File: src/rtl/maxnet_iterate.sv
// Maxnet iteration engine: repeats lateral-inhibition updates on four
// activations until the downstream check reports a winner, or the limit.
module maxnet_iterate #(
  parameter int MAX_ITER = 255,
  parameter int CNT_W    = 8
) (
  input  logic             clk,
  input  logic             rst,
  input  logic             start,
  input  logic [31:0]      eps,
  input  logic [31:0]      x1_in,
  input  logic [31:0]      x2_in,
  input  logic [31:0]      x3_in,
  input  logic [31:0]      x4_in,
  input  logic [31:0]      a1_in,
  input  logic [31:0]      a2_in,
  input  logic [31:0]      a3_in,
  input  logic [31:0]      a4_in,
  input  logic             done_i,
  output logic [31:0]      x1,
  output logic [31:0]      x2,
  output logic [31:0]      x3,
  output logic [31:0]      x4,
  output logic [31:0]      a1,
  output logic [31:0]      a2,
  output logic [31:0]      a3,
  output logic [31:0]      a4,
  output logic             busy,
  output logic             finished,
  output logic             timeout,
  output logic [CNT_W-1:0] iter_count
);

  typedef enum logic [2:0] {
    IDLE,
    CHECK,
    SUM,
    NEUR,
    COMMIT,
    FIN
  } state_t;

  state_t            state;
  logic [1:0]        k;
  logic [31:0]       eps_q;
  logic [33:0]       sum_q;
  logic [3:0][31:0]  xs;
  logic [3:0][31:0]  ns;
  logic [3:0][31:0]  as;

  logic [31:0]       xk;
  logic [33:0]       r;
  logic [49:0]       p;
  logic [31:0]       nk;

  assign x1 = xs[0];
  assign x2 = xs[1];
  assign x3 = xs[2];
  assign x4 = xs[3];
  assign a1 = as[0];
  assign a2 = as[1];
  assign a3 = as[2];
  assign a4 = as[3];

  // Shared datapath for neuron k: inhibition from the others, clamped at zero
  always_comb begin
    xk = xs[k];
    r  = sum_q - {2'b00, xk};
    p  = 50'((66'(eps_q) * 66'(r)) >> 16);
    nk = (p > {18'd0, xk}) ? 32'd0 : xk - p[31:0];
  end

  // Control FSM with registered outputs and Jacobi-style shadow update
  always_ff @(posedge clk or posedge rst) begin
    if (rst) begin
      state      <= IDLE;
      k          <= 2'd0;
      eps_q      <= 32'd0;
      sum_q      <= 34'd0;
      xs         <= '0;
      ns         <= '0;
      as         <= '0;
      iter_count <= '0;
      busy       <= 1'b0;
      finished   <= 1'b0;
      timeout    <= 1'b0;
    end else begin
      finished <= 1'b0;
      unique case (state)
        IDLE: begin
          if (start) begin
            xs         <= {x4_in, x3_in, x2_in, x1_in};
            as         <= {a4_in, a3_in, a2_in, a1_in};
            eps_q      <= eps;
            iter_count <= '0;
            timeout    <= 1'b0;
            busy       <= 1'b1;
            state      <= CHECK;
          end
        end
        CHECK: begin
          if (done_i) begin
            finished <= 1'b1;
            timeout  <= 1'b0;
            state    <= FIN;
          end else if (iter_count == CNT_W'(MAX_ITER)) begin
            finished <= 1'b1;
            timeout  <= 1'b1;
            state    <= FIN;
          end else begin
            state <= SUM;
          end
        end
        SUM: begin
          sum_q <= 34'(xs[0]) + 34'(xs[1])
                 + 34'(xs[2]) + 34'(xs[3]);
          k     <= 2'd0;
          state <= NEUR;
        end
        NEUR: begin
          ns[k] <= nk;
          k     <= k + 2'd1;
          if (k == 2'd3) begin
            state <= COMMIT;
          end
        end
        COMMIT: begin
          xs         <= ns;
          iter_count <= iter_count + CNT_W'(1);
          state      <= CHECK;
        end
        FIN: begin
          busy  <= 1'b0;
          state <= IDLE;
        end
        default: begin
          state <= IDLE;
        end
      endcase
    end
  end

endmodule
File: config.mk
export PLATFORM = sky130hd
export DESIGN_NAME = maxnet_iterate
export DESIGN_NICKNAME = d
export VERILOG_FILES = /design/src/rtl/maxnet_iterate.sv
export SDC_FILE = /design/constraint.sdc
export NUM_CORES = 2
export LEC_CHECK = 0
export CAP_MARGIN = 20
export CORE_ASPECT_RATIO = 0.75
export CORE_UTILIZATION = 60
export DETAILED_ROUTE_END_ITERATION = 10
export PLACE_DENSITY = 0.85
export SLEW_MARGIN = 20
export SYNTH_ARGS = -nofsm -noshare
export SYNTH_HDL_FRONTEND = slang
export SYNTH_SLANG_ARGS = --single-unit
File: constraint.sdc
create_clock -name clk -period 33.8 [get_ports clk]
set_input_delay 5.07 -clock clk [delete_from_list [all_inputs] [get_ports clk]]
set_output_delay 5.07 -clock clk [all_outputs]
set_load 0.02 [all_outputs]
==> summary.txt <==
Most numerous cell on the critical path = fa_1
Final hold slack = 472.9 ps
Vias post-DR = 51720
Post-synth top cells = nand2_1 (1605), inv_1 (1029), fa_1 (1021)
Row cnt = 101
Number of flip-flops in the largest register = 128
Largest regs = ns x128, sum_q x34
Slew headroom = 0.1322
Status = completed
Starting density of the core = 0.6071
Pre-Repair DR Iteration Count = 8
Mapped Nets = 8629
Root Buffer Master = clkbuf_16
Critical path class = reg -> reg
Setup Viol. Count Final = 0
Layout cells sized above 1 = 0.03797
Final hold vios = 0
Largest net degree at the start of global routing = 202
DR DRC count = 0
Clock skew = 67.17 ps
Max-Cap Viols = 0
Cts hold-fix bufs = 0
Post_cts resized = 0
Pre-CTS setup slack = 18410 ps
Crit path DAT = 16460 ps
Grt total ovfl = 0
Critical path launch point type = flip-flop
Sequential area share after synthesis = 0.1891
CORE AREA = 101600 µm²
RSZ-0062 raised after global routing = no
H-tree Lvls = 2
Crit path max fanout = 95
Cells after synthesis = 6921
Worst endpoint required time = 34340 ps
TNS Setup = 0 ps
Number of global-route vias before repair = 54770
Final GP Congestion = 0.9932
Synth unique cells = 86
Initial antenna violation count = 8
FFs w/ async S/R, synth = 1.000
CTS tree = yes
DP Wirelength = 142700 µm
Hold/Removal Path Class = reg -> reg
PortBufs = 558
Routed WL = 188500 µm
Flop and latch count out of synthesis = 466
Final worst slack = 17880 ps
Mean Syn Cell Area = 8.912 µm²
EDFF count, synth = 0
Placed Cells = 8491
Most common cell in the netlist = nand2_1
Total die area = 104100 µm²
IO Pins = 559
Max incr delay on CP = 630 ps
Max Buffers Root-to-Sink = 3
Post-route minimum period = 15920 ps
Die H = 279.7 µm
Largest area contributor in the netlist = fa_1
Top post-synthesis cells by area = fa_1 (33%), dfrtp_1 (19%), nand2_1 (9.8%)
Worst-Skew Late Latency = 670 ps
Slowest cell on crit path = mux4_2
TritonCTS Buffers = 50
Drt via density = 6.026
CTS clk-pin slew, worst paths = 60 ps
Die X = 372.2 µm
Least-Margin Pin Slew = 1302 ps
Mapped Area = 61680 µm²
Final period util = 0.4710
Area grow syn2layout = 13.66%
Slew Viols, Final = 0
Crit end category = flip-flop
Iteration-0 DRC Markers = 5050
Yosys top cell area share = 0.3314
Ys Warns = 0
Clk sinks = 466
Predominant post-synthesis flop cell = dfrtp_1
Fin nets = 8914
Fmax = 62.82 MHz
Drt wl/cell = 21.96 µm
Layout Cells excl Fill = 8584
GRT Overall Usage = 0.3711
Filler instances = 7495
Post-route antenna net violation count = 0
Register name with the most flops = ns
First-pass GRT wire length = 300300 µm
# Post-CTS Setup Buffers = 0
metrics by stage:
stage | cell area, µm² | utilization
5_1_grt | 70110 | 0.6900
3_3_place_gp | 68290 | 0.6721
4_1_cts | 70030 | 0.6893
6_report | 70110 | 0.6900
3_5_place_dp | 68290 | 0.6721
2_1_floorplan | 61680 | -
cell families (layout without fill, tap and decap cells):
group           Yosys count  in the layout  share of synthesized area
flops                   466            466                     0.1891
xor+xnor                121            121                    0.01718
compound gates          804            804                    0.08293
fa+ha+maj              1416           1416                     0.4115
other cells               0              2                          0
mux                      71             71                    0.01834
simple gates           2598           2598                     0.1912
buf+inv                1445           1767                    0.08982
layer usage:
layer / global-route usage / routed length, µm / vias up
met5: 0 / 41 / -
met4: 0.1776 / 10170 / 6
met3: 0.07905 / 19490 / 707
met2: 0.5905 / 88050 / 3226
met1: 0.4858 / 70740 / 25810
li1: - / - / 21980
cell usage in the layout (no fill, tap or decap), types with 49 or more instances in the layout:
cell type,synthesis,layout
fa_1,1021,1021
a21oi_1,160,159
clkbuf_16,0,50
inv_1,1029,1028
buf_4,0,86
ha_1,395,394
xnor2_1,63,51
a22oi_1,130,130
o21ai_1,141,141
dfrtp_1,466,464
and2_1,452,452
nand2b_1,82,81
nand3_1,145,144
clkdlybuf4s50_1,0,558
a21o_1,75,75
nor2b_1,49,49
o21ai_0,119,119
nand2_1,1605,1602
nor2_1,114,110
worst max-delay path: cells and delay by family (launching register included):
family,cells,cell delay [ps]
AO/OA/AOI/OAI,20,5150
XOR/XNOR,1,70
adder cells (fa/ha/maj),11,5010
buffers and inverters,6,1940
flip-flops,1,350
multiplexers,2,970
AND/OR/NAND/NOR,8,2070
worst paths after layout:
path                            startpoint         to  slack (ps)  cells after the start
worst max register to register        k[0]     ns[68]       17880                     48
worst max-delay path                  k[0]     ns[68]       17880                     48
max in group asynchronous              rst  eps_q[31]       25530                      5
min in group asynchronous              rst      a4[1]        4930                      2
worst min register to register      a2[25]     a2[25]         470                      2
worst min-delay path                a2[25]     a2[25]         470                      2
layout make-up:
class / count / area, µm² / share of cell area
diodes: 2 / 5.005 / 0.00007139
flip-flops and latches: 466 / 11660 / 0.1664
clock buffers: 67 / 1405 / 0.02004
inverters: 1030 / 3874 / 0.05526
repair buffers: 648 / 6326 / 0.09024
multi-input cells: 5010 / 44810 / 0.6392
well taps: 1339 / 1675 / 0.02390
clock inverters: 22 / 344.1 / 0.004908
Power is not shown: default switching activity piles up to over one toggle a cycle in this logic, so the estimate is an artifact.
